--- config.mk ---
export PLATFORM = sky130hd
export DESIGN_NAME = load_store_unit
export DESIGN_NICKNAME = d
export VERILOG_FILES = /design/src/rtl/load_store_unit.sv
export SDC_FILE = /design/constraint.sdc
export NUM_CORES = 1
export LEC_CHECK = 0
export CAP_MARGIN = 5
export CORE_MARGIN = 2
export CORE_UTILIZATION = 45
export CTS_BUF_LIST = sky130_fd_sc_hd__clkbuf_8
export DETAILED_ROUTE_END_ITERATION = 12
export PLACE_DENSITY = 0.77
export RECOVER_POWER = 100
export SLEW_MARGIN = 25
export SYNTH_ARGS = -nofsm -noshare
export SYNTH_HDL_FRONTEND = slang
export SYNTH_SLANG_ARGS = --single-unit
--- constraint.sdc ---
create_clock -name clock -period 2.63 [get_ports clock]
set_input_delay 0.3945 -clock clock [delete_from_list [all_inputs] [get_ports clock]]
set_output_delay 0.3945 -clock clock [all_outputs]
set_load 0.005 [all_outputs]
--- src/rtl/load_store_unit.sv ---
// MEM-stage sequencer in front of a word-only data RAM: sub-word stores run as
// read-modify-write, loads are lane-extracted and extended, misaligned requests error out.
`timescale 1ns/1ps
module load_store_unit #(
  parameter bit BIG_ENDIAN = 1'b1
) (
  input  logic        clock,
  input  logic        reset_n,
  input  logic        req_valid,
  output logic        req_ready,
  input  logic        req_write,
  input  logic [1:0]  req_size,
  input  logic        req_signed,
  input  logic [31:0] req_addr,
  input  logic [31:0] req_wdata,
  output logic        resp_valid,
  output logic        resp_err,
  output logic [31:0] load_data,
  output logic [31:0] mem_addr,
  output logic [31:0] mem_wdata,
  output logic        mem_write,
  output logic        mem_read,
  input  logic [31:0] mem_rdata
);

  typedef enum logic [1:0] {IDLE, RD, WR, RESP} state_e;

  state_e      state_q, state_d;
  logic [31:0] addr_q, wdata_q, rdata_q, load_data_q;
  logic [1:0]  size_q;
  logic        signed_q, write_q, err_q;

  logic        accept, misalign;
  logic [4:0]  shamt;
  logic [31:0] lane_mask, shifted, load_ext;

  assign accept   = req_valid && (state_q == IDLE);
  assign misalign = (req_size == 2'b11) ||
                    ((req_size == 2'b01) && req_addr[0]) ||
                    ((req_size == 2'b10) && (req_addr[1:0] != 2'b00));

  // Bit offset of the addressed lane; byte k in big-endian sits at 8*(3-k), i.e. 8*~k.
  always_comb begin
    shamt     = '0;
    lane_mask = '1;
    case (size_q)
      2'b00: begin
        shamt     = BIG_ENDIAN ? {~addr_q[1:0], 3'b000} : {addr_q[1:0], 3'b000};
        lane_mask = 32'h0000_00FF << shamt;
      end
      2'b01: begin
        shamt     = BIG_ENDIAN ? {~addr_q[1], 4'b0000} : {addr_q[1], 4'b0000};
        lane_mask = 32'h0000_FFFF << shamt;
      end
      default: begin
        shamt     = '0;
        lane_mask = '1;
      end
    endcase
  end

  assign shifted = mem_rdata >> shamt;

  always_comb begin
    case (size_q)
      2'b00:   load_ext = {{24{signed_q & shifted[7]}}, shifted[7:0]};
      2'b01:   load_ext = {{16{signed_q & shifted[15]}}, shifted[15:0]};
      default: load_ext = mem_rdata;
    endcase
  end

  always_ff @(posedge clock or negedge reset_n) begin
    if (!reset_n) begin
      state_q     <= IDLE;
      addr_q      <= '0;
      wdata_q     <= '0;
      rdata_q     <= '0;
      load_data_q <= '0;
      size_q      <= '0;
      signed_q    <= 1'b0;
      write_q     <= 1'b0;
      err_q       <= 1'b0;
    end else begin
      state_q <= state_d;
      if (accept) begin
        addr_q      <= req_addr;
        wdata_q     <= req_wdata;
        size_q      <= req_size;
        signed_q    <= req_signed;
        write_q     <= req_write;
        err_q       <= misalign;
        load_data_q <= '0;
      end
      if (state_q == RD) begin
        rdata_q <= mem_rdata;
        if (!write_q) load_data_q <= load_ext;
      end
    end
  end

  always_comb begin
    state_d    = state_q;
    req_ready  = 1'b0;
    mem_read   = 1'b0;
    mem_write  = 1'b0;
    resp_valid = 1'b0;
    resp_err   = 1'b0;
    case (state_q)
      IDLE: begin
        req_ready = 1'b1;
        if (req_valid) begin
          if (misalign)                            state_d = RESP;
          else if (req_write && req_size == 2'b10) state_d = WR;
          else                                     state_d = RD;
        end
      end
      RD: begin
        mem_read = 1'b1;
        state_d  = write_q ? WR : RESP;
      end
      WR: begin
        mem_write = 1'b1;
        state_d   = RESP;
      end
      RESP: begin
        resp_valid = 1'b1;
        resp_err   = err_q;
        state_d    = IDLE;
      end
      default: state_d = IDLE;
    endcase
  end

  assign load_data = load_data_q;
  assign mem_addr  = {addr_q[31:2], 2'b00};
  assign mem_wdata = (rdata_q & ~lane_mask) | ((wdata_q << shamt) & lane_mask);

endmodule

# --- After elaboration in Yosys (flattened, before gate mapping) ---
# Cells that the tools add are included.
totals:
  word_cells: 54
  output_inout_bits: 101
  register_bits: 135
op_classes:
  eq_ne: 8
  muxes: 16
  shift: 4
  n_reduce_logical: 9
  bitwise: 8
op_table:
  columns: ["op", "n"]
  rows:
  - ["32-bit one-hot mux with 2 select lines", 2]
  - ["32-bit two-way mux", 3]
  - ["32-bit AND", 2]
  - ["32-bit NOT", 1]
  - ["32-bit bitwise OR", 1]
  - ["16-bit by 5-bit << shifter with 32-bit output, first input constant", 1]
  - ["32-bit by 5-bit << shifter with 32-bit output", 1]
  - ["8-bit by 5-bit << shifter with 32-bit output, first input constant", 1]
  - ["32-bit by 5-bit right shift with 16-bit output", 1]
  - ["5-bit one-hot mux with 2 select lines", 1]
  - ["2-bit equality test, second input constant", 4]
  - ["2-bit one-hot mux with 4 select lines", 1]
  - ["2-bit by 1-bit equality test with 1-bit output, second input constant", 3]
  - ["1-bit two-way mux", 6]
  - ["2-bit two-way mux", 3]
  - ["1-bit logical AND", 4]
  - ["2-bit logical NOT", 2]
  - ["1-bit AND", 2]
  - ["1-bit logical OR", 2]
  - ["2-bit != test, second input constant", 1]
  - ["2-bit NOT", 1]
  - ["2-bit nonzero test", 1]
  - ["1-bit NOT", 1]

# --- Depth between registers and ports, before layout ---
# Gate-level depths: netlist of run 1.
depth:
  ltp_word: 7
  mapped_depth: 9
  depth_no_buf: 6

# --- Worst setup path after synthesis of run 1 ---
# OpenSTA, ideal clock, no wires.
synth_path:
  path_type: "register to output"
  from: "reg addr_q[1]"
  to: "out mem_wdata[10]"
  t_arrival_ns: 1.409
  n_path_buf: 2
  slack_ns: 0.826
  stages_incl_launch_ff: 6
  required_ns: 2.236
  cell_sequence: "dfrtp_1 buf_2 clkbuf_1 nor2b_1 nor2_2 mux2i_1"
synth_via:
  elab_chain_cells: 6
  elab_cells_between_ends: 11
  classes_between: "shift (3); mux (2); bitwise (6)"
synth_rtl:
  columns: ["element", "line", "text"]
  rows:
  - ["from (decl)", "29", "logic [31:0] addr_q, wdata_q, rdata_q, load_data_q;"]
  - ["from (signal assigned)", "86", "addr_q <= req_addr;"]
  - ["1-bit NOT / 2-bit NOT (equally long branches)", "52, 48", null]
  - ["16-bit by 5-bit << shifter with 32-bit output / 8-bit by 5-bit << shifter with 32-bit output (equally long branches)", "53, 49", null]
  - ["32-bit one-hot mux with 2 select lines", "46", "case (size_q)"]
  - ["32-bit NOT", "136", "assign mem_wdata = (rdata_q & ~lane_mask) | ((wdata_q << shamt) & lane_mask);"]
  - ["32-bit AND", "136", null]
  - ["32-bit bitwise OR (*)", "136", null]
  - ["to (decl)", "20", "output logic [31:0] mem_wdata,"]
# Mark *: on every way between the ends. The rest lies on a longest branch, timed or not.

# --- Worst setup path after layout of run 1 ---
layout_path:
  from: "reg size_q[0]"
  to: "out mem_wdata[15]"
layout_via:
  elab_chain_cells: 5
  elab_cells_between_ends: 9
  classes_between: "eq/ne (1); shift (1); mux (2); bitwise (4); reduce/logical (1)"
layout_rtl:
  columns: ["element", "line", "text"]
  rows:
  - ["from (decl)", "30", "logic [1:0] size_q;"]
  - ["from (signal assigned)", "88", "size_q <= req_size;"]
  - ["2-bit by 1-bit equality test with 1-bit output / 2-bit logical NOT (equally long branches)", "46", null]
  - ["5-bit one-hot mux with 2 select lines / 32-bit one-hot mux with 2 select lines (equally long branches)", "46", null]
  - ["32-bit by 5-bit << shifter with 32-bit output / 32-bit NOT (equally long branches)", "136", null]
  - ["32-bit AND", "136", null]
  - ["32-bit bitwise OR (*)", "136", null]
# Marks and branches as above.

==> impl_results.md, run 1 <==
* Slew HR at -23.0%
* RSZ-0062 raised after global routing: true
* Tmin final at 2.61 ns
* Cells after Synth at 621
* Clock tree buffer depth at 2
* WHS at 0.489 ns
* FF+latch area at 3380 um^2
* Placed Cells at 951
* Die ar. at 16100 um^2
* Synth warn at 0
* Multi-input logic area at 3020 um^2
* Seq cells post-synth at 135
* Setup Total Neg Slack at 0 ns
* Leakage power at 4.01 nW
* Area delta synth->final at 36.2%
* Final worst-path cycle share at 99.2%
* Worst Clk Skew at 0.00779 ns
* CTS tree: done
* Total power at 11.8 mW
* Ant diodes at 0
* Initial antenna violation count at 0
* Hpwl dp at 13.8 mm
* Post-route setup slack at 0.0211 ns
* WS Path Type: reg -> out
* Setup Viol. Count Final at 0
* Pin count of the biggest net entering global routing at 74
* Synth unique cells at 43
* Maxcap violations at 1
* # IOs at 204
* Register area share after synthesis at 49.8%
* Mean area per synthesized cell at 10.9 um^2
* Mapped Area at 6780 um^2
* Fin nets at 901
* Initial core utilization at 46.3%
* Failing checks: capacitance limit, slew limit
* Drt pass-1 iters at 5
* F_max at 383 MHz
* Height of the die at 127 um
* GR Overflow Total at 0
* Final Hold Vio Count at 0
* Cell Pwr Density at 1280 nW/um^2
* VDD IR max at 0.000662 V
* Placer Congestion at 0.905
* Setup crit start kind: register
* CP arrival at 2.21 ns
* Slew Limit Fails at 74
* Post-DP Area at 8760 um^2
* Vias in the first global route at 5460
* Final instance area at 9240 um^2
* First-pass GRT wire length at 29.6 mm
* Min-delay worst type: reg -> reg
* Per-cell routed wire length at 19.3 um
* # DRC at 0
* DRT iter0 DRCs at 401
* Port Buffer Count at 201
* Share of cells above drive strength 1 at 24.3%
* H-Tree Depth at 4
* Clock-pin slew on the worst setup and hold paths at 0.08 ns
* All-Layer GR Usage at 24.0%
* Vias at 5476
* Clock Latency Late Sink at 0.45 ns
* CP Capture Type: primary output
* Total CTS buffers at 17
* Status: finished, violations left
* Crit Path Max Fanout at 8
* Share of the core filled with cells at 63.1%
* Antenna Nets Post-Route at 0
* Pin slew with the least headroom to its limit at 1.84 ns
* Core Region at 14600 um^2
* Final wirelength at 19.1 mm
* CTS root buf: clkbuf_8
* Worst path required time at 2.24 ns
* DP Worst Slack at 0.223 ns
* CTS Sinks at 135
* Vias per cell at 5.53
* Fillers at 1148
* # rows at 44
* DIE WIDTH at 127 um
* Final std cells w/o fill at 990
power by group:
group	internal (mW)	leakage [nW]	switching, mW
registers	3.15	1.61	0.701
clock network	0.689	0.166	0.822
logic	3.58	2.24	2.88
total	7.42	4.01	4.41
cell usage in the layout (no fill, tap or decap), types with 5 or more instances in the layout:
cell type,Yosys,routed
o21ai_0,29,29
mux2i_1,25,15
nand2_1,77,76
a22o_1,8,8
a221oi_1,11,11
buf_4,33,16
o22ai_1,9,9
dlygate4sd3_1,0,68
clkdlybuf4s50_1,0,129
a211oi_1,7,9
a211oi_2,9,7
a21oi_1,40,40
clkinvlp_4,0,5
dfrtp_1,135,132
clkinv_2,0,5
mux2i_2,0,8
inv_1,12,12
clkbuf_8,0,19
mux2_2,99,99
nor2_1,33,32
cells by family (layout without fill, tap and decap cells):
kind of cell	Yosys count	after routing	synth area share, %
mux	127	127	20.8
flops	135	135	49.8
compound gates	130	131	12.7
fa+ha+maj	4	4	0.738
simple gates	137	137	8.67
buf+inv	87	270	7.21
other cells	1	2	0.0553
per-layer routing:
metal | global-route usage, % | vias to the layer above | share of wire [%]
li1 | - | 2496 | -
met1 | 33.4 | 2709 | 44
met2 | 36.3 | 242 | 47
met3 | 6.37 | 29 | 7.0
met4 | 8.47 | 0 | 2.1
met5 | 0 | - | 0
synth_stat cells (all sizes together):
master | n | area share [%]
o211ai | 2 | 0.30
conb | 1 | 0.055
nor3 | 6 | 0.52
mux2 | 102 | 17
clkbuf | 23 | 1.3
o22ai | 9 | 0.83
a21o | 3 | 0.33
dfrtp | 135 | 50
or2 | 2 | 0.18
mux2i | 25 | 3.7
and2 | 2 | 0.18
ha | 4 | 0.74
a22o | 8 | 1.0
buf | 52 | 5.3
a21oi | 42 | 3.2
a211oi | 16 | 2.4
nor2 | 34 | 1.9
nand3 | 5 | 0.55
o21ai | 34 | 2.5
nor4 | 1 | 0.092
a222oi | 3 | 0.44
nand4 | 1 | 0.092
inv | 12 | 0.66
a221oi | 11 | 1.4
o31ai | 1 | 0.11
a31oi | 1 | 0.092
nor2b | 4 | 0.37
nand2b | 4 | 0.37
nand4b | 1 | 0.13
nand2 | 77 | 4.3
path summary, 6_finish.rpt:
check | slack (ns) | end | depth (start not counted) | from
setup / recovery | 0.02 | mem_wdata[15] | 6 | size_q[0]$_DFFE_PN0P_
hold / removal | 0.49 | err_q$_DFFE_PN0P_ | 1 | err_q$_DFFE_PN0P_
setup reg to reg | 0.30 | addr_q[12]$_DFFE_PN0P_ | 5 | state_q[0]$_DFFE_PN0P_
hold reg to reg | 0.49 | err_q$_DFFE_PN0P_ | 1 | err_q$_DFFE_PN0P_
max in group asynchronous | 0.33 | wdata_q[25]$_DFFE_PN0P_ | 3 | reset_n
min in group asynchronous | 0.99 | addr_q[24]$_DFFE_PN0P_ | 2 | reset_n
final cells by class:
| cell class | count | share of cell area (%) |
|---|---|---|
| inverter | 12 | 0.488 |
| clock buffer | 19 | 2.83 |
| tap | 184 | 2.49 |
| clock inverter | 12 | 0.867 |
| sequential | 135 | 36.6 |
| multi-input combinational | 401 | 32.7 |
| timing repair buffer | 227 | 24.1 |
registers in the layout (all words and copies together) (netlist names):
register   count
load_data     32
wdata_q       32
state_q        2
err_q          1
signed_q       1
write_q        1
rdata_q       32
addr_q        32
size_q         2
critical path, cell delays in order, from the launching register on:
cell	delay [ns]
dfrtp_2	0.45
nor2b_4	0.17
nor2b_1	0.07
nor2_2	0.11
buf_6	0.18
mux2i_2	0.25
clkdlybuf4s50_1	0.54
timing repair:
item / 4_1_cts / 5_1_grt
endpoints found under the setup margin: 32 / 32
hold buffers: 1 / 0
buffers inserted: 1 / 5
gates resized for setup: 20 / 16
endpoints found under the hold margin: 71 / 0
pin swaps: 1 / 3
cloned: 0 / 1
No activity file was read; power rests on OpenSTA's default activity.
==> run 2, diff against run 1 <==
--- a/config.mk
+++ b/config.mk
@@ -11,7 +11,6 @@
 export CTS_BUF_LIST = sky130_fd_sc_hd__clkbuf_8
 export DETAILED_ROUTE_END_ITERATION = 12
 export PLACE_DENSITY = 0.77
-export RECOVER_POWER = 100
 export SLEW_MARGIN = 25
 export SYNTH_ARGS = -nofsm -noshare
 export SYNTH_HDL_FRONTEND = slang
==> run 2 against run 1 <==
Via count decreased by 0.16%. Core utilization increased by 0.36 points. Fmax increased by 0.17%. Highest routed layer unchanged. The flow now finishes without violations. Hold slack about the same. First-iteration DRC count increased by 19%.
==> impl_results.md, run 2 (synthesis results as in run 1) <==
* CP arrival at 2.21 ns
* Crit-path slowest cell: clkdlybuf4s50_1
* CTS root buf: clkbuf_8
* Delay-heaviest family, CP: buffers and inverters
* CTS Sinks at 135
* Clock-pin slew on the worst setup and hold paths at 0.08 ns
* Clock tree buffer depth at 2
* Clock Power Share at 12.5%
* DP Worst Slack at 0.223 ns
* Crit path buffers/inverters at 2
* Final worst-path cycle share at 99.0%
* Sw power at 4.44 mW
* Tmin final at 2.60 ns
* Cell Pwr Density at 1300 nW/um^2
* Status: finished, final reports clean
* Initial core utilization at 46.3%
* Pin count of the biggest net entering global routing at 74
* Antenna Nets Post-Route at 0
* Post-DP Area at 8760 um^2
* Final wirelength at 19.0 mm
* VDD IR max at 0.000663 V
* Worst path required time at 2.24 ns
* Crit Path Max Fanout at 9
* Share of the core filled with cells at 63.4%
* Clock Latency Late Sink at 0.44 ns
* Ant diodes at 0
* Fillers at 1138
* Slew Limit Fails at 0
* # DRC at 0
* Min-delay src: err_q$_DFFE_PN0P_
* Power Internal at 7.64 mW
* First-pass GRT wire length at 29.6 mm
* Post-route setup slack at 0.0255 ns
* Setup crit start kind: register
* Worst Hold Path EP: err_q$_DFFE_PN0P_
* Critical Path Max Stage Delay at 0.49 ns
* Reg-to-reg critical path startpoint: state_q[1]$_DFFE_PN0P_
* Initial antenna violation count at 0
* Multi-input logic area at 3030 um^2
* FF+latch area at 3380 um^2
* Per-cell routed wire length at 19.2 um
* Total CTS buffers at 17
* Setup Viol. Count Final at 0
* Hpwl dp at 13.8 mm
* Final instance area at 9290 um^2
* Core Region at 14600 um^2
* Vias per cell at 5.52
* Pin slew with the least headroom to its limit at 0.894 ns
* Reg2reg path depth at 6
* H-Tree Depth at 4
* Drt pass-1 iters at 4
* Placer Congestion at 0.905
* CP Capture Type: primary output
* Final Hold Vio Count at 0
* # IOs at 204
* Height of the die at 127 um
* R2R Path End: load_data[14]$_DFF_PN0_
* Reg2reg setup slack at 0.43 ns
* Maxcap violations at 0
* Slew HR at 40.4%
* Area delta synth->final at 37.0%
* Fin nets at 901
* RSZ-0062 raised after global routing: true
* DRT iter0 DRCs at 476
* Die ar. at 16100 um^2
* Worst Clk Skew at 0.00836 ns
* Switch share at 36.8%
* Vias in the first global route at 5460
* Worst Hold Path Cells at 1
* Share of cells above drive strength 1 at 24.7%
* DIE WIDTH at 127 um
* Port Buffer Count at 201
* CTS tree: done
* All-Layer GR Usage at 24.0%
* WS Path Type: reg -> out
* Leakage power at 3.97 nW
* GR Overflow Total at 0
* Commonest non-fill, non-tap cells in the layout: 196 x clkdlybuf4s50_1, 132 x dfrtp_1, 99 x mux2_2
* Sequential fraction of design power at 32.1%
* # rows at 44
* Vias at 5467
* Commonest non-fill, non-tap cell in the layout: clkdlybuf4s50_1
* F_max at 384 MHz
* Min-delay worst type: reg -> reg
* CP cell instances: nor3_2 > buf_6 > mux2i_2 > a21oi_1 > clkdlybuf4s50_1
* Comb power frac at 55.4%
## run 2: changes by cell type in the layout (fill, tap and decap cells not counted), sizes merged
| cell | delta |
|---|---|
| buf | +6 |
| dlygate4sd3 | -67 |
| clkdlybuf4s50 | +67 |
| clkbuf | -6 |
## run 2: how the worst max path moves through the flow
stage,from,end,depth (start not counted)
floorplan,addr_q[1]$_DFFE_PN0P_,mem_wdata[10],5
global placement,size_q[0]$_DFFE_PN0P_,mem_wdata[17],5
detailed placement,size_q[0]$_DFFE_PN0P_,mem_wdata[18],5
CTS,addr_q[0]$_DFFE_PN0P_,mem_wdata[15],6
global route,size_q[0]$_DFFE_PN0P_,mem_wdata[15],6
finish,size_q[1]$_DFFE_PN0P_,mem_wdata[28],5
## run 2: power groups by stage
stage | sequential [mW] | combinational [mW] | clock (mW)
3_5_place_dp | 3.85 | 6.39 | 0
3_3_place_gp | 3.80 | 6.29 | 0
6_report | 3.87 | 6.70 | 1.51
4_1_cts | 3.86 | 6.57 | 1.55
5_1_grt | 4.00 | 7.26 | 1.64
2_1_floorplan | 3.63 | 3.82 | 0
## run 2: what timing repair did
item | in CTS | in global routing
pin swaps | 1 | 3
cloned | 0 | 1
setup endpoints to repair | 32 | 32
endpoints found under the hold margin | 71 | 0
resized for setup | 20 | 16
hold buffers | 1 | 0
buffers inserted | 1 | 5
## run 2: final cells by class
cell class	count	area share, %
inverter	12	0.485
timing repair buffer	227	24.3
clock buffer	19	2.81
clock inverter	12	0.862
multi-input combinational	401	32.7
tap	184	2.48
sequential	135	36.4
## run 2: metal layers
metal	GRT usage (%)	wire length (um)	part of all wire, %
met1	33.4	8290	44
met3	6.37	1410	7.4
met2	36.3	8900	47
met4	8.47	400	2.1
met5	0	0	0
## run 2: stage by stage
stage / cells / hold slack, ns / total power [mW] / setup TNS, ns
after floorplan: 622 / 0.0989 / 7.45 / 0
after global placement: 951 / 0.452 / 10.1 / 0
after detailed placement: 951 / 0.462 / 10.2 / 0
after CTS: 984 / 0.491 / 12.0 / -0.000278
after global routing: 990 / 0.512 / 12.9 / -0.746
final: 990 / 0.489 / 12.1 / 0
